--- src/rtl/lcm_pkg.sv ---
// Shared constants, state encodings and character helpers for the HD44780 time writer.
package lcm_pkg;

  localparam logic [7:0] CMD_FUNC_8BIT = 8'h38;
  localparam logic [7:0] CMD_CLEAR     = 8'h01;
  localparam logic [7:0] CMD_ENTRY     = 8'h06;
  localparam logic [7:0] CMD_DISP_ON   = 8'h0C;
  localparam logic [7:0] CMD_LINE1     = 8'h80;
  localparam logic [7:0] CMD_LINE2     = 8'hC0;

  localparam logic [7:0] CH_SPACE   = 8'h20;
  localparam logic [7:0] CH_COLON   = 8'h3A;
  localparam logic [7:0] CH_UNKNOWN = 8'h3F;

  localparam logic [0:15][7:0] BANNER    = "  24-Hr. Clock  ";
  localparam logic [0:3][7:0]  INIT_CMDS = {CMD_FUNC_8BIT, CMD_CLEAR, CMD_ENTRY, CMD_DISP_ON};

  typedef enum logic [2:0] {
    ST_POWERUP,
    ST_INIT,
    ST_BANNER,
    ST_LINE2,
    ST_IDLE
  } lcm_state_e;

  typedef enum logic [1:0] {
    WR_IDLE,
    WR_SETUP,
    WR_HIGH,
    WR_WAIT
  } wr_state_e;

  function automatic logic [7:0] bcd_to_ascii(input logic [3:0] nib);
    return (nib <= 4'd9) ? {4'h3, nib} : CH_UNKNOWN;
  endfunction

  // Character at column pos of "    HH:MM:SS    ".
  function automatic logic [7:0] line2_char(input logic [3:0] pos, input logic [23:0] t);
    logic [7:0] c;
    c = CH_SPACE;
    case (pos)
      4'd4:        c = bcd_to_ascii(t[23:20]);
      4'd5:        c = bcd_to_ascii(t[19:16]);
      4'd7:        c = bcd_to_ascii(t[15:12]);
      4'd8:        c = bcd_to_ascii(t[11:8]);
      4'd10:       c = bcd_to_ascii(t[7:4]);
      4'd11:       c = bcd_to_ascii(t[3:0]);
      4'd6, 4'd9:  c = CH_COLON;
      default:     c = CH_SPACE;
    endcase
    return c;
  endfunction

endpackage

--- src/rtl/lcm_byte_writer.sv ---
// One LCD byte transaction: RS/DATA setup, registered EN pulse, then a per-command wait.
module lcm_byte_writer
  import lcm_pkg::*;
#(
  parameter int unsigned SETUP_CYC      = 8,
  parameter int unsigned EN_HIGH_CYC    = 50,
  parameter int unsigned CMD_WAIT_CYC   = 5000,
  parameter int unsigned CLEAR_WAIT_CYC = 200_000
) (
  input  logic       CLK,
  input  logic       RESET,
  input  logic       start,
  input  logic       rs,
  input  logic [7:0] data,
  input  logic       long_wait,
  output logic       busy,
  output logic       done,
  output logic       LCM_RS,
  output logic       LCM_EN,
  output logic [7:0] LCM_DATA
);

  localparam int unsigned MAX_SH  = (SETUP_CYC > EN_HIGH_CYC) ? SETUP_CYC : EN_HIGH_CYC;
  localparam int unsigned MAX_W   = (CMD_WAIT_CYC > CLEAR_WAIT_CYC) ? CMD_WAIT_CYC : CLEAR_WAIT_CYC;
  localparam int unsigned MAX_ALL = (MAX_SH > MAX_W) ? MAX_SH : MAX_W;
  localparam int          CNT_W   = $clog2(MAX_ALL + 1);

  localparam logic [CNT_W-1:0] SETUP_LAST = CNT_W'(SETUP_CYC - 1);
  localparam logic [CNT_W-1:0] HIGH_LAST  = CNT_W'(EN_HIGH_CYC - 1);
  localparam logic [CNT_W-1:0] CMD_LAST   = CNT_W'(CMD_WAIT_CYC - 1);
  localparam logic [CNT_W-1:0] CLEAR_LAST = CNT_W'(CLEAR_WAIT_CYC - 1);

  wr_state_e        st_q, st_d;
  logic [CNT_W-1:0] cnt_q, cnt_d, wait_last;
  logic             en_q, en_d, rs_q, rs_d, long_q, long_d;
  logic [7:0]       data_q, data_d;

  // Handshake: start is accepted when idle or in the done cycle (last wait
  // cycle), so chained bytes launch back to back; rs/data/long_wait are
  // sampled only on that accepting edge.
  always_comb begin
    st_d      = st_q;
    cnt_d     = cnt_q;
    en_d      = en_q;
    rs_d      = rs_q;
    data_d    = data_q;
    long_d    = long_q;
    wait_last = long_q ? CLEAR_LAST : CMD_LAST;
    busy      = (st_q != WR_IDLE);
    done      = (st_q == WR_WAIT) && (cnt_q == wait_last);
    case (st_q)
      WR_SETUP:
        if (cnt_q == SETUP_LAST) begin
          st_d  = WR_HIGH;
          cnt_d = '0;
          en_d  = 1'b1;
        end else cnt_d = cnt_q + CNT_W'(1);
      WR_HIGH:
        if (cnt_q == HIGH_LAST) begin
          st_d  = WR_WAIT;
          cnt_d = '0;
          en_d  = 1'b0;
        end else cnt_d = cnt_q + CNT_W'(1);
      WR_WAIT:
        if (done) st_d = WR_IDLE;
        else cnt_d = cnt_q + CNT_W'(1);
      default: ;
    endcase
    if (start && (!busy || done)) begin
      st_d   = WR_SETUP;
      cnt_d  = '0;
      en_d   = 1'b0;
      rs_d   = rs;
      data_d = data;
      long_d = long_wait;
    end
  end

  always_ff @(posedge CLK or posedge RESET) begin
    if (RESET) begin
      st_q   <= WR_IDLE;
      cnt_q  <= '0;
      en_q   <= 1'b0;
      rs_q   <= 1'b0;
      data_q <= 8'h00;
      long_q <= 1'b0;
    end else begin
      st_q   <= st_d;
      cnt_q  <= cnt_d;
      en_q   <= en_d;
      rs_q   <= rs_d;
      data_q <= data_d;
      long_q <= long_d;
    end
  end

  assign LCM_RS   = rs_q;
  assign LCM_EN   = en_q;
  assign LCM_DATA = data_q;

endmodule

--- src/rtl/lcm_time_writer.sv ---
// Sequencer: power-up wait, LCD init, line-1 banner, then line-2 time rewrites on each update strobe.
module lcm_time_writer
  import lcm_pkg::*;
#(
  parameter int unsigned POWERUP_CYC    = 2_000_000,
  parameter int unsigned SETUP_CYC      = 8,
  parameter int unsigned EN_HIGH_CYC    = 50,
  parameter int unsigned CMD_WAIT_CYC   = 5000,
  parameter int unsigned CLEAR_WAIT_CYC = 200_000
) (
  input  logic        CLK,
  input  logic        RESET,
  input  logic [23:0] TIME_BCD,
  input  logic        TIME_VALID,
  output logic        READY,
  output logic        LCM_RS,
  output logic        LCM_RW,
  output logic        LCM_EN,
  output logic [7:0]  LCM_DATA
);

  localparam int             PU_W     = $clog2(POWERUP_CYC + 1);
  localparam logic [PU_W-1:0] PU_LAST = PU_W'(POWERUP_CYC - 1);
  localparam logic [4:0]     LAST_IDX = 5'd16;

  lcm_state_e      state_q, state_d;
  logic [4:0]      idx_q, idx_d;
  logic [PU_W-1:0] pu_cnt_q, pu_cnt_d;
  logic [23:0]     snap_q, snap_d, pend_bcd_q, pend_bcd_d, pend_val;
  logic            pend_q, pend_d, pend_any;
  logic            wr_start, wr_rs, wr_long, wr_busy, wr_done;
  logic [7:0]      wr_data;
  logic [3:0]      pos;

  // (state_q, idx_q) is the byte in flight; each launch moves to the next
  // position and issues it in the same cycle the previous byte reports done.
  always_comb begin
    state_d    = state_q;
    idx_d      = idx_q;
    pu_cnt_d   = pu_cnt_q;
    snap_d     = snap_q;
    pend_d     = pend_q;
    pend_bcd_d = pend_bcd_q;
    wr_start   = 1'b0;
    pend_any   = pend_q | TIME_VALID;
    pend_val   = TIME_VALID ? TIME_BCD : pend_bcd_q;
    if (TIME_VALID && (state_q != ST_IDLE)) begin
      pend_d     = 1'b1;
      pend_bcd_d = TIME_BCD;
    end
    case (state_q)
      ST_POWERUP:
        if (pu_cnt_q == PU_LAST && !wr_busy) begin
          wr_start = 1'b1;
          state_d  = ST_INIT;
          idx_d    = 5'd0;
        end else pu_cnt_d = pu_cnt_q + PU_W'(1);
      ST_INIT:
        if (wr_done) begin
          wr_start = 1'b1;
          if (idx_q == 5'd3) begin
            state_d = ST_BANNER;
            idx_d   = 5'd0;
          end else idx_d = idx_q + 5'd1;
        end
      ST_BANNER:
        if (wr_done) begin
          wr_start = 1'b1;
          if (idx_q == LAST_IDX) begin
            state_d = ST_LINE2;
            idx_d   = 5'd0;
            snap_d  = pend_any ? pend_val : 24'h000000;
            pend_d  = 1'b0;
          end else idx_d = idx_q + 5'd1;
        end
      ST_LINE2:
        if (wr_done) begin
          if (idx_q != LAST_IDX) begin
            wr_start = 1'b1;
            idx_d    = idx_q + 5'd1;
          end else if (pend_any) begin
            wr_start = 1'b1;
            idx_d    = 5'd0;
            snap_d   = pend_val;
            pend_d   = 1'b0;
          end else state_d = ST_IDLE;
        end
      ST_IDLE:
        if (TIME_VALID && !wr_busy) begin
          wr_start = 1'b1;
          state_d  = ST_LINE2;
          idx_d    = 5'd0;
          snap_d   = TIME_BCD;
        end
      default: state_d = ST_POWERUP;
    endcase
  end

  // Byte content for the position being launched; digits read the frozen snapshot.
  always_comb begin
    wr_rs   = 1'b0;
    wr_data = 8'h00;
    pos     = 4'(idx_d - 5'd1);
    case (state_d)
      ST_INIT: wr_data = INIT_CMDS[idx_d[1:0]];
      ST_BANNER:
        if (idx_d == 5'd0) wr_data = CMD_LINE1;
        else begin
          wr_rs   = 1'b1;
          wr_data = BANNER[pos];
        end
      ST_LINE2:
        if (idx_d == 5'd0) wr_data = CMD_LINE2;
        else begin
          wr_rs   = 1'b1;
          wr_data = line2_char(pos, snap_q);
        end
      default: ;
    endcase
    wr_long = !wr_rs && (wr_data == CMD_CLEAR);
  end

  always_ff @(posedge CLK or posedge RESET) begin
    if (RESET) begin
      state_q    <= ST_POWERUP;
      idx_q      <= 5'd0;
      pu_cnt_q   <= '0;
      snap_q     <= 24'h000000;
      pend_q     <= 1'b0;
      pend_bcd_q <= 24'h000000;
    end else begin
      state_q    <= state_d;
      idx_q      <= idx_d;
      pu_cnt_q   <= pu_cnt_d;
      snap_q     <= snap_d;
      pend_q     <= pend_d;
      pend_bcd_q <= pend_bcd_d;
    end
  end

  lcm_byte_writer #(
    .SETUP_CYC     (SETUP_CYC),
    .EN_HIGH_CYC   (EN_HIGH_CYC),
    .CMD_WAIT_CYC  (CMD_WAIT_CYC),
    .CLEAR_WAIT_CYC(CLEAR_WAIT_CYC)
  ) u_writer (
    .CLK      (CLK),
    .RESET    (RESET),
    .start    (wr_start),
    .rs       (wr_rs),
    .data     (wr_data),
    .long_wait(wr_long),
    .busy     (wr_busy),
    .done     (wr_done),
    .LCM_RS   (LCM_RS),
    .LCM_EN   (LCM_EN),
    .LCM_DATA (LCM_DATA)
  );

  assign READY  = (state_q == ST_IDLE);
  assign LCM_RW = 1'b0;

endmodule
--- config.mk ---
export PLATFORM = sky130hd
export DESIGN_NAME = lcm_time_writer
export DESIGN_NICKNAME = d
export VERILOG_FILES = /design/src/rtl/lcm_pkg.sv /design/src/rtl/lcm_byte_writer.sv /design/src/rtl/lcm_time_writer.sv
export SDC_FILE = /design/constraint.sdc
export NUM_CORES = 1
export LEC_CHECK = 0
export ABC_AREA = 1
export CAP_MARGIN = 5
export CORE_UTILIZATION = 39
export DETAILED_ROUTE_END_ITERATION = 8
export PLACE_DENSITY = 0.69
export SLEW_MARGIN = 5
export SYNTH_ARGS = -nofsm -noshare
export SYNTH_HDL_FRONTEND = slang
export SYNTH_SLANG_ARGS = --single-unit
--- constraint.sdc ---
create_clock -name CLK -period 3.4 [get_ports CLK]
set_clock_uncertainty 0.1 [all_clocks]
set_input_delay 0.51 -clock CLK [delete_from_list [all_inputs] [get_ports CLK]]
set_output_delay 0.51 -clock CLK [all_outputs]
set_load 0.05 [all_outputs]
---- Yosys cells after proc, flatten, opt, wreduce, memory -nomap -nowiden ----
Memories as Yosys holds them, arrays and structs flattened.
Index checks and enable logic that the tools add are counted.
storage, ports and cells
  register bits after elaboration ......... 109
  bits in read-only memories .............. 128
  input bits .............................. 27
  output and inout port bits .............. 12
  word-level logic and storage cells ...... 164
  memories ................................ 1
memory list
  name              depth  bits a word  rd ports  clocked after Yosys merged registers in  write ports  line                    RTL
  (name not given)  16     8            1         0                                        0            lcm_time_writer.sv:110  wr_data = BANNER[pos];
operators by class
  add/subtract/negate cells ............... 4
  order comparisons ....................... 8
  equal/unequal tests ..................... 37
  mux-type cells .......................... 75
  bitwise gates (word level) .............. 4
  reductions and logical operators ........ 23
operators by type and width
  operator               count
  $mux 24                8
  $mux 18                5
  $pmux 24 s3            1
  $pmux 18 s3            1
  $mux 8                 6
  $mux 5                 9
  $pmux 5 s7             1
  $mux 3                 9
  $pmux 5 s5             1
  $le 4x4->1 const B     6
  $mux 4                 6
  $pmux 8 s3             1
  $add 21x1->21 const B  1
  $eq 21x21->1 const B   1
  $add 18x1->18 const B  1
  $eq 18x18->1           1
  $eq 18x3->1 const B    1
  $eq 18x6->1 const B    1
  $mux 1                 17
  $bmux 8 s2             1
  $eq 4x3->1 const B     4
  $eq 4x4->1 const B     4
  $pmux 3 s5             1
  $eq 3x2->1 const B     4
  38 further kinds       60

---- Logic depth before layout (Yosys ltp) ----
Gate-level depths: netlist of run 1.
  depth after elaboration ................. 14
  gate-level depth with buffers ........... 28
  mapped depth without buffers ............ 28

---- Hierarchy ----
From an unflattened synthesis of run 1, not the netlist that was laid out.
unflattened totals
  cells, all modules ...................... 960
  area, all modules ....................... 6932.9 um^2
by module, submodules not included
  module           times used  cells each  area an instance (um^2)  seq. area each (um^2)
  lcm_time_writer  1           631         4762.1                   1951.9
  lcm_byte_writer  1           329         2170.8                   775.7

---- Worst setup path after synthesis of run 1 ----
OpenSTA, ideal clock, no wires.
  path kind ............................... flip-flop to flip-flop
  start ................................... reg u_writer.cnt_q[0]
  end ..................................... reg u_writer.long_q
  arrival time ............................ 2.857 ns
  data required time ...................... 3.235 ns
  setup slack ............................. 0.378 ns
  stages on the path, launching flop included .. 28
  path buffers ............................ 1
  period minus slack after synthesis ...... 3.022 ns
  path through ............................ dfrtp_1 > ha_1 > nand2_1 > inv_1 > nand2_1 > nor2_1 > nand2_1 > nor2_2 > nand2_1 > nand2_1 > nand3_1 > nand2_2 > inv_1 > ha_1 > inv_1 > nand3_1 > nand2_4 > inv_2 > buf_6 > nand3_1 > nand3_1 > nor2_1 > nand2_1 > nand3_1 > nand2_1 > nor2_1 > nand3_1 > nand2_1
on the way
  longest elaborated chain between the ends .. 13
  elaborated cells on any way between the ends .. 47
  those cells by class .................... add/sub: 1; eq/ne: 13; mux: 22; bitwise: 2; reduce/logical: 8; memory: 1
ends and longest elaborated chain
  element                                     line                                                                 RTL
  from (decl)                                 lcm_byte_writer.sv:34                                                logic [CNT_W-1:0] cnt_q, cnt_d, wait_last;
  from (signal assigned)                      lcm_byte_writer.sv:89                                                cnt_q <= cnt_d;
  $eq 18x18->1 *                              lcm_byte_writer.sv:50                                                done = (st_q == WR_WAIT) && (cnt_q == wait_last);
  $logic_and 1x1->1 *                         lcm_byte_writer.sv:50
  $mux 5, on equally long branches            lcm_time_writer.sv:77, lcm_time_writer.sv:59, lcm_time_writer.sv:67
  $pmux 5 s5 *                                lcm_time_writer.sv:51                                                case (state_q)
  named net idx_d[1]                          lcm_time_writer.sv:27                                                logic [4:0] idx_q, idx_d;
  $sub 4x1->4                                 lcm_time_writer.sv:103                                               pos = 4'(idx_d - 5'd1);
  $not 4->5 (implied by the code)             lcm_time_writer.sv:110
  $mem_v2 16x8                                n/a
  $mux 8 (implied by the code) (2 in series)  lcm_time_writer.sv:110
  $mux 8                                      lcm_time_writer.sv:107                                               if (idx_d == 5'd0) wr_data = CMD_LINE1;
  $pmux 8 s3                                  lcm_time_writer.sv:104                                               case (state_d)
  $eq 8x1->1                                  lcm_time_writer.sv:120                                               wr_long = !wr_rs && (wr_data == CMD_CLEAR);
  $logic_and 1x1->1 *                         lcm_time_writer.sv:120
  to (signal assigned)                        lcm_byte_writer.sv:93                                                long_q <= long_d;
  to (decl)                                   lcm_byte_writer.sv:35                                                logic en_q, en_d, rs_q, rs_d, long_q, long_d;
The timed path passes the listed nets; every way through them passes the cells marked *. The select of a mux whose other input is x is not followed.
A chain may end at the register's enable or synchronous reset.

---- Worst setup path after layout of run 1 ----
  start ................................... reg u_writer.st_q[0]
  end ..................................... reg u_writer.long_q
on the way
  longest elaborated chain between the ends .. 14
  elaborated cells on any way between the ends .. 57
  those cells by class .................... add/sub: 1; eq/ne: 13; mux: 28; bitwise: 2; reduce/logical: 12; memory: 1
ends and longest elaborated chain
  element                                      line                                          RTL
  from (decl)                                  lcm_byte_writer.sv:33                         wr_state_e st_q, st_d;
  from (signal assigned)                       lcm_byte_writer.sv:88                         st_q <= st_d;
  $reduce_bool 2->1                            lcm_byte_writer.sv:49                         busy = (st_q != WR_IDLE);
  $logic_not 1->1                              lcm_time_writer.sv:53, lcm_time_writer.sv:89
  $logic_and 1x1->1, on equally long branches  lcm_time_writer.sv:89, lcm_time_writer.sv:53
  $mux 5, on equally long branches             lcm_time_writer.sv:89, lcm_time_writer.sv:53
  $pmux 5 s5 *                                 lcm_time_writer.sv:51
  named net idx_d[0]                           lcm_time_writer.sv:27
  $sub 4x1->4                                  lcm_time_writer.sv:103
  $not 4->5 (implied by the code)              lcm_time_writer.sv:110
  $mem_v2 16x8                                 n/a
  $mux 8 (implied by the code) (2 in series)   lcm_time_writer.sv:110
  $mux 8                                       lcm_time_writer.sv:107
  $pmux 8 s3                                   lcm_time_writer.sv:104
  $eq 8x1->1                                   lcm_time_writer.sv:120
  $logic_and 1x1->1 *                          lcm_time_writer.sv:120
Marked as above.

==> results of run 1 <==
[power by group through the flow]
stage                     Clock [uW]  Combinational, uW  Sequential [uW]
after CTS                       1060                143             1330
after global placement             0                139             1360
after detailed placement           0                142             1360
after global routing            1100                161             1340
after floorplan                    0               84.4             1360
final                           1030                139             1330
[state kept, by name (all words and copies together), names as in the netlist]
name	flops
idx_q	5
pend_bcd_q	24
pend_q	1
pu_cnt_q	21
snap_q	24
state_q	3
u_writer.LCM_DATA	8
u_writer.LCM_EN	1
u_writer.LCM_RS	1
u_writer.cnt_q	18
u_writer.long_q	1
u_writer.st_q	2
[worst paths after layout]
kind | startpoint | endpoint | slack, ns | cells after the start
max | u_writer.st_q[0] | u_writer.long_q | 0.31 | 24
min | pu_cnt_q[19] | pu_cnt_q[19] | 0.38 | 1
max reg2reg | u_writer.st_q[0] | u_writer.long_q | 0.31 | 24
min reg2reg | pu_cnt_q[19] | pu_cnt_q[19] | 0.38 | 1
max in group asynchronous | RESET | u_writer.cnt_q[10] | 2.03 | 3
min in group asynchronous | RESET | pend_bcd_q[16] | 0.51 | 2
[layout by cell type, fill, tap and decap left out, types with 3 or more instances in the layout]
cell type / instances
sky130_fd_sc_hd__clkinvlp_4: 3
sky130_fd_sc_hd__xnor2_1: 6
sky130_fd_sc_hd__a21oi_2: 3
sky130_fd_sc_hd__ha_1: 14
sky130_fd_sc_hd__nor3_1: 15
sky130_fd_sc_hd__nand2_2: 14
sky130_fd_sc_hd__a21oi_1: 23
sky130_fd_sc_hd__inv_1: 136
sky130_fd_sc_hd__dfrtp_2: 4
sky130_fd_sc_hd__nor4_1: 3
sky130_fd_sc_hd__nand2_4: 4
sky130_fd_sc_hd__nor2_4: 4
sky130_fd_sc_hd__nand4_1: 20
sky130_fd_sc_hd__clkbuf_16: 9
sky130_fd_sc_hd__nand2_1: 178
sky130_fd_sc_hd__a31oi_1: 8
sky130_fd_sc_hd__nor2_1: 80
sky130_fd_sc_hd__o21ai_0: 67
sky130_fd_sc_hd__inv_2: 10
sky130_fd_sc_hd__o22ai_1: 25
sky130_fd_sc_hd__clkdlybuf4s50_1: 37
sky130_fd_sc_hd__mux2_2: 7
sky130_fd_sc_hd__xor2_1: 17
sky130_fd_sc_hd__nand3_2: 8
sky130_fd_sc_hd__nor2_2: 12
sky130_fd_sc_hd__buf_4: 29
sky130_fd_sc_hd__dfrtp_1: 105
sky130_fd_sc_hd__o21ai_1: 6
sky130_fd_sc_hd__nand3_1: 48
sky130_fd_sc_hd__o31ai_1: 4
[cells by family after synthesis]
group	Yosys count
multiplexers	7
XOR/XNOR	23
adder cells (fa/ha/maj)	18
AO/OA/AOI/OAI	148
buffers and inverters	172
other	1
AND/OR/NAND/NOR	395
flip-flops	109
[worst max-delay path: cells and delay by family, from the launching register on]
family / cells / cell delay [ns]
AND/OR/NAND/NOR: 17 / 1.65
buffers and inverters: 5 / 0.45
flip-flops: 1 / 0.44
adder cells (fa/ha/maj): 2 / 0.39
[routing by layer]
layer	global-route usage, %	vias up	share of wire (%)	routed length, um
li1	-	2930	-	-
met1	23.1	2611	45	6660
met2	30.8	119	49	7220
met3	3.13	35	3.5	518
met4	7.75	0	3.0	452
met5	0	-	0	0
[final cells by class]
| class | instances | area share, % |
|---|---|---|
| Tap cell | 220 | 3.55 |
| Clock buffer | 10 | 3.08 |
| Inverter | 150 | 7.40 |
| Sequential cell | 109 | 35.3 |
| Timing Repair Buffer | 68 | 8.11 |
| Clock inverter | 6 | 0.598 |
| Multi-Input combinational cell | 592 | 42.0 |
[through the flow]
stage | TNS, ns | utilization, % | hold slack [ns]
3_3_place_gp | 0 | 44.2 | 0.355
4_1_cts | 0 | 46.0 | 0.378
3_5_place_dp | -0.0138 | 44.2 | 0.364
5_1_grt | -0.00236 | 46.9 | 0.387
6_report | 0 | 46.9 | 0.378
2_1_floorplan | 0 | - | 0.342
[what timing repair did]
action,CTS,global route
gates resized for setup,0,32
endpoints found under the setup margin,0,8
setup buffers,0,5
==> impl_metrics.yaml, run 1 <==
run_status:
  result_of_the_run: "finished clean"
grt:
  aggregate_global_routing_overflow: 0
  grt.total_usage_pct: 18.3
  wire_length_of_the_first_global_routing_pass_um: 26000
  antenna_found_initial: 0
  first_global_vias: 5441
  grt_start_max_net_pins: 49
layout:
  fin_area_um2: 7750
  multi_input_area_um2: 3250
  finish.net_count: 975
  inserted_diodes: 0
  fin_cells: 1155
  final-seq-area_um2: 2730
  layout_cells_sized_above_1_pct: 14.0
  fillCellCount: 1640
  flow.area_growth_from_synthesis_pct: 18.2
placed_design:
  preCtsSetupSlack_ns: -0.0138
  gp_routability_congestion: 0.895
  placed_cells_incl_taps: 1134
  dp_hpwl_um: 11100
  port-buffer-count: 37
  place_area_um2: 7310
power:
  share_seq_of_total_power_pct: 53.4
  power.share.combinational_pct: 5.6
  share_clk_of_total_power_pct: 41.1
  total_switching_power_uw: 593
  peakVddDrop_mv: 0.275
  power_density_nw_per_um2: 322
  totalPowerFinal_uw: 2500
  switching_share_pct: 23.8
  reported_leakage_power_uw: 0.00381
  power_internal_uw: 1900
clock_network:
  cts_made_buffers: 9
  cts_tree: "yes"
  cts.sink_count: 109
  root_buffer: "sky130_fd_sc_hd__clkbuf_16"
  cts_hold_buf: 0
  clk_transition_reported_paths_ns: 0.07
  cts-root-to-sink-buffers: 2
  clk-insertion-delay-late_ns: 0.36
  htree_num_levels: 3
yosys:
  post_synth_instance_area_um2: 6560
  post_synth.cell_area_avg_um2: 7.51
  netlist_top_cells_count: "sky130_fd_sc_hd__nand2_1 (180), sky130_fd_sc_hd__inv_1 (140), sky130_fd_sc_hd__dfrtp_1 (109)"
  synth-seq-cells: 109
  yosysWarningCount: 0
  post_synth_fa_ha_maj_area_fraction_pct: 3.44
  synth_top_area_cells: "sky130_fd_sc_hd__dfrtp_1 (42%), sky130_fd_sc_hd__nand2_1 (10%), sky130_fd_sc_hd__inv_1 (8.0%)"
  synth.yosys.seq_area_share_pct: 41.6
  synth_top_family_by_area: "simple AND/OR/NAND/NOR gates"
  muxShareOfSynthArea_pct: 1.20
  synthMostInstantiatedCell: "sky130_fd_sc_hd__nand2_1"
  post_synth_xor_area_fraction_pct: 3.07
  number_of_flops_mapped_to_enable_cells_by_yosys: 0
  synth_top_area_cell: "sky130_fd_sc_hd__dfrtp_1"
  synth_compound_area_share_pct: 12.7
  syn-num-nets: 918
  asyncSetResetFlopFracSynth_pct: 100
  yosys.cell_types.count: 48
  postSynth.topFlopCell: "sky130_fd_sc_hd__dfrtp_1"
  synth_top_area_share_pct: 41.6
  synth_simple_gate_area_share_pct: 27.5
  syn_inst: 873
timing:
  hold_viol_final: 0
  min_period_over_period_pct: 90.8
  max_freq_mhz: 324
  setup_viol: 0
  timing.final.crit_period_ns: 3.09
  max-slew-margin-rel_pct: 53.0
  timing_max_transition_violations_final: 0
  tightest_pin_transition_ns: 0.703
  fin_ws_ns: 0.311
hold_path:
  hold_path_class: "reg -> reg"
floorplan:
  rows: 47
  die_h_um: 132
  num_io_pins: 39
  fp.coreArea_um2: 16500
  die_width_um: 132
  floorplan.initialDensity_pct: 39.7
  die_area_um2: 17300
critical_path:
  timing.critical_path.required_ns: 3.60
  crit_path_max_fanout: 13
  cp_data_arrival_time_ns: 3.29
  worstSetupEndpointType: "flip-flop"
  critical_path_cell_with_the_highest_stage_delay: "sky130_fd_sc_hd__dfrtp_2"
  cp_launch_type: "flip-flop"
  cpPeakStageDelay_ns: 0.44
  crit_type: "reg -> reg"
  cp_cell_sequence: "inv_2 -> ha_2 -> nand4_1 -> nor2b_1 -> nand3_1 -> nand2_1 -> inv_1 -> nand3_1 -> nand2_2 -> inv_2 -> ha_2 -> inv_1 -> nand3_1 -> nand2_4 -> buf_4 -> nand3_1 -> nand2_1 -> nor2_1 -> nand2_1 -> nand2_1 -> nand4_1 -> nor2_1 -> nand3_1 -> nand2_1"
detailed_routing:
  ant_nets: 0
  finalWirelength_um: 14900
  post_drt_wl_per_cell_um: 12.9
  post-route-drc-count: 0
  via_count: 5695
  first_pass_iters: 5
  viasPerCell: 4.93
  drt_iter0_markers: 389
flow_run:
  maxCapViolations: 0
No activity file was read; power rests on OpenSTA's default activity.
==> run 2: changes to the inputs <==
--- a/config.mk
+++ b/config.mk
@@ -9,7 +9,7 @@
 export CAP_MARGIN = 5
 export CORE_UTILIZATION = 39
 export DETAILED_ROUTE_END_ITERATION = 8
-export PLACE_DENSITY = 0.69
+export PLACE_DENSITY = 0.67
 export SLEW_MARGIN = 5
 export SYNTH_ARGS = -nofsm -noshare
 export SYNTH_HDL_FRONTEND = slang
==> constraint.sdc (replaced) <==
create_clock -name CLK -period 3.95 [get_ports CLK]
set_clock_uncertainty 0.1 [all_clocks]
set_input_delay 0.5925 -clock CLK [delete_from_list [all_inputs] [get_ports CLK]]
set_output_delay 0.5925 -clock CLK [all_outputs]
set_load 0.02 [all_outputs]
==> run 2 against run 1 <==
  * Critical path depth increased by 3
  * Die area unchanged
  * Combinational power decreased by 17%
  * Non-clock buffer count decreased by 23
  * Via count decreased by 1.9%
  * Wire length decreased by 1.4%
  * Global-route usage increased by 0.093 points
  * Setup slack improved by 0.18 ns
  * Total power decreased by 9.0%
  * Largest power group unchanged
==> impl_metrics.yaml, run 2 (synthesis results as in run 1) <==
detailed_routing:
  drt_iter0_markers: 370
  ant_nets: 0
  post_drt_wl_per_cell_um: 12.9
  finalWirelength_um: 14600
  via_count: 5587
  post-route-drc-count: 0
  first_pass_iters: 7
  viasPerCell: 4.94
placed_design:
  gp_routability_congestion: 0.925
  place_area_um2: 7150
  placed_cells_incl_taps: 1116
  dp_hpwl_um: 10800
  port-buffer-count: 37
grt:
  antenna_found_initial: 0
  wire_length_of_the_first_global_routing_pass_um: 25900
  busiest_layer: "met2"
  grt.total_usage_pct: 18.4
  aggregate_global_routing_overflow: 0
  grtUsageMet2_pct: 31.8
  grt_start_max_net_pins: 65
  gr-usage-met1_pct: 22.9
  met3_usage_pct: 3.28
  first_global_vias: 5511
power:
  total_switching_power_uw: 507
  switching_share_pct: 22.3
  peakVddDrop_mv: 0.274
  reported_leakage_power_uw: 0.00374
  share_seq_of_total_power_pct: 50.5
  share_clk_of_total_power_pct: 44.4
  power_internal_uw: 1770
  power.share.combinational_pct: 5.1
  power_density_nw_per_um2: 303
floorplan:
  floorplan.initialDensity_pct: 39.7
  die_area_um2: 17300
  die_h_um: 132
  die_width_um: 132
  num_io_pins: 39
  rows: 47
  fp.coreArea_um2: 16500
layout:
  layout_commonest_cell: "sky130_fd_sc_hd__nand2_1"
  flow.area_growth_from_synthesis_pct: 14.4
  fillCellCount: 1610
  fin_area_um2: 7500
  finish.net_count: 952
  final-seq-area_um2: 2730
  layout_top_registers: "pend_bcd_q x24, snap_q x24, pu_cnt_q x21"
  layout_cells_sized_above_1_pct: 9.21
  fin_cells: 1132
  multi_input_area_um2: 3160
  layout_common_cells: "sky130_fd_sc_hd__nand2_1 (178), sky130_fd_sc_hd__inv_1 (139), sky130_fd_sc_hd__dfrtp_1 (109), sky130_fd_sc_hd__nor2_1 (83), sky130_fd_sc_hd__o21ai_0 (67)"
  inserted_diodes: 0
timing:
  timing.final.crit_period_ns: 3.46
  timing_max_transition_violations_final: 0
  max-slew-margin-rel_pct: 47.1
  min_period_over_period_pct: 87.5
  max_freq_mhz: 289
  unrepaired_setup_endpoints_after_global_routing: "no"
  setup_tns_ns: 0
  setup_viol: 0
  tightest_pin_transition_ns: 0.793
  hold_viol_final: 0
clock_network:
  cts.sink_count: 109
  cts_made_buffers: 9
  root_buffer: "sky130_fd_sc_hd__clkbuf_16"
  post-cts-setup-buffer-count: 0
  cts_hold_buf: 0
  cts_repair_resize_count: 0
  cts-root-to-sink-buffers: 2
  htree_num_levels: 3
  clk-insertion-delay-late_ns: 0.36
  cts_tree: "yes"
  clk_transition_reported_paths_ns: 0.07
critical_path:
  r2r_setup_slack_ns: 0.49
  timing.critical_path.required_ns: 4.10
  worstSetupEndpointType: "flip-flop"
  cp_launch_type: "flip-flop"
  cp_data_arrival_time_ns: 3.61
  crit_path_max_fanout: 14
  timing.rr.start: "u_writer.cnt_q[10]"
  crit_type: "reg -> reg"
  critical_path.startpoint: "u_writer.cnt_q[10]"
hold_path:
  hold_path.startpoint: "pu_cnt_q[20]"
  hold_path_class: "reg -> reg"
run_status:
  result_of_the_run: "finished clean"
flow_run:
  maxCapViolations: 0
run 2: cell types whose count changed in the layout (fill, tap and decap cells not counted), sizes merged:
cell	change
bufinv	+2
inv	+1
buf	-23
clkinvlp	-3
run 2: stage by stage:
stage	util (%)	setup slack, ns	total power [uW]	hold slack [ns]
after global placement	43.3	0.298	1290	0.357
after detailed placement	43.3	0.226	1290	0.363
after global routing	45.4	0.0605	2370	0.384
after floorplan	-	0.384	1240	0.342
final	45.4	0.493	2270	0.372
after CTS	45.3	0.341	2310	0.376
run 2: layer usage:
layer  routed length [um]  share of wire, %  vias to the layer above
met1                 6670                46                     2562
met4                  306               2.1                        0
li1                     -                 -                     2883
met5                    0                 0                        -
met3                  515               3.5                       25
met2                 7150                49                      117
run 2: cell type report:
class	instances	area share, %
Clock buffer	10	3.19
Clock inverter	6	1.25
Inverter	150	7.62
Multi-Input combinational cell	592	42.2
Sequential cell	109	36.4
Tap cell	220	3.67
Timing Repair Buffer	45	5.74
run 2: final timing paths:
check	end	cells after the start
worst max-delay path	u_writer.long_q	27
worst min-delay path	pu_cnt_q[20]	1
worst max register to register	u_writer.long_q	27
worst min register to register	pu_cnt_q[20]	1
max in group asynchronous	u_writer.cnt_q[2]	3
min in group asynchronous	pu_cnt_q[0]	2
run 2: critical path, cell delays in order (launching register included):
cell                      delay [ns]
sky130_fd_sc_hd__dfrtp_1        0.42
sky130_fd_sc_hd__nor2_1         0.27
sky130_fd_sc_hd__nand2_1        0.09
sky130_fd_sc_hd__nand2_1        0.07
sky130_fd_sc_hd__nand2_1        0.11
sky130_fd_sc_hd__nor2_2         0.16
sky130_fd_sc_hd__nand3_1        0.14
sky130_fd_sc_hd__nand2_1        0.14
sky130_fd_sc_hd__nand2_1        0.07
sky130_fd_sc_hd__nand2_1        0.09
sky130_fd_sc_hd__nand2_2        0.10
sky130_fd_sc_hd__inv_2          0.15
sky130_fd_sc_hd__ha_1           0.20
sky130_fd_sc_hd__inv_1          0.08
sky130_fd_sc_hd__nand3_1        0.14
sky130_fd_sc_hd__nand2_4        0.07
sky130_fd_sc_hd__inv_4          0.12
sky130_fd_sc_hd__nand2_2        0.09
sky130_fd_sc_hd__inv_2          0.08
sky130_fd_sc_hd__nand2_1        0.09
sky130_fd_sc_hd__a21oi_1        0.14
sky130_fd_sc_hd__nor2_1         0.06
sky130_fd_sc_hd__nand2_1        0.06
sky130_fd_sc_hd__nand3_1        0.09
sky130_fd_sc_hd__nand2_1        0.07
sky130_fd_sc_hd__nor2_1         0.04
sky130_fd_sc_hd__nand3_1        0.07
sky130_fd_sc_hd__nand2_1        0.05
run 2: power by group through the flow:
| stage | sequential, uW | clock, uW | combinational, uW |
|---|---|---|---|
| 2_1_floorplan | 1170 | 0 | 71.2 |
| 3_5_place_dp | 1170 | 0 | 119 |
| 5_1_grt | 1150 | 1080 | 134 |
| 3_3_place_gp | 1170 | 0 | 117 |
| 4_1_cts | 1150 | 1040 | 119 |
| 6_report | 1150 | 1010 | 116 |
==> run 3: changes to the inputs <==
--- a/config.mk
+++ b/config.mk
@@ -8,9 +8,11 @@
 export ABC_AREA = 1
 export CAP_MARGIN = 5
 export CORE_UTILIZATION = 39
+export CTS_CLUSTER_DIAMETER = 30
 export DETAILED_ROUTE_END_ITERATION = 8
 export PLACE_DENSITY = 0.67
-export SLEW_MARGIN = 5
+export SLEW_MARGIN = 15
 export SYNTH_ARGS = -nofsm -noshare
 export SYNTH_HDL_FRONTEND = slang
 export SYNTH_SLANG_ARGS = --single-unit
+export TNS_END_PERCENT = 20
==> results of run 3 <==
The final DEF is identical to that of run 2; final timing and power are the same.
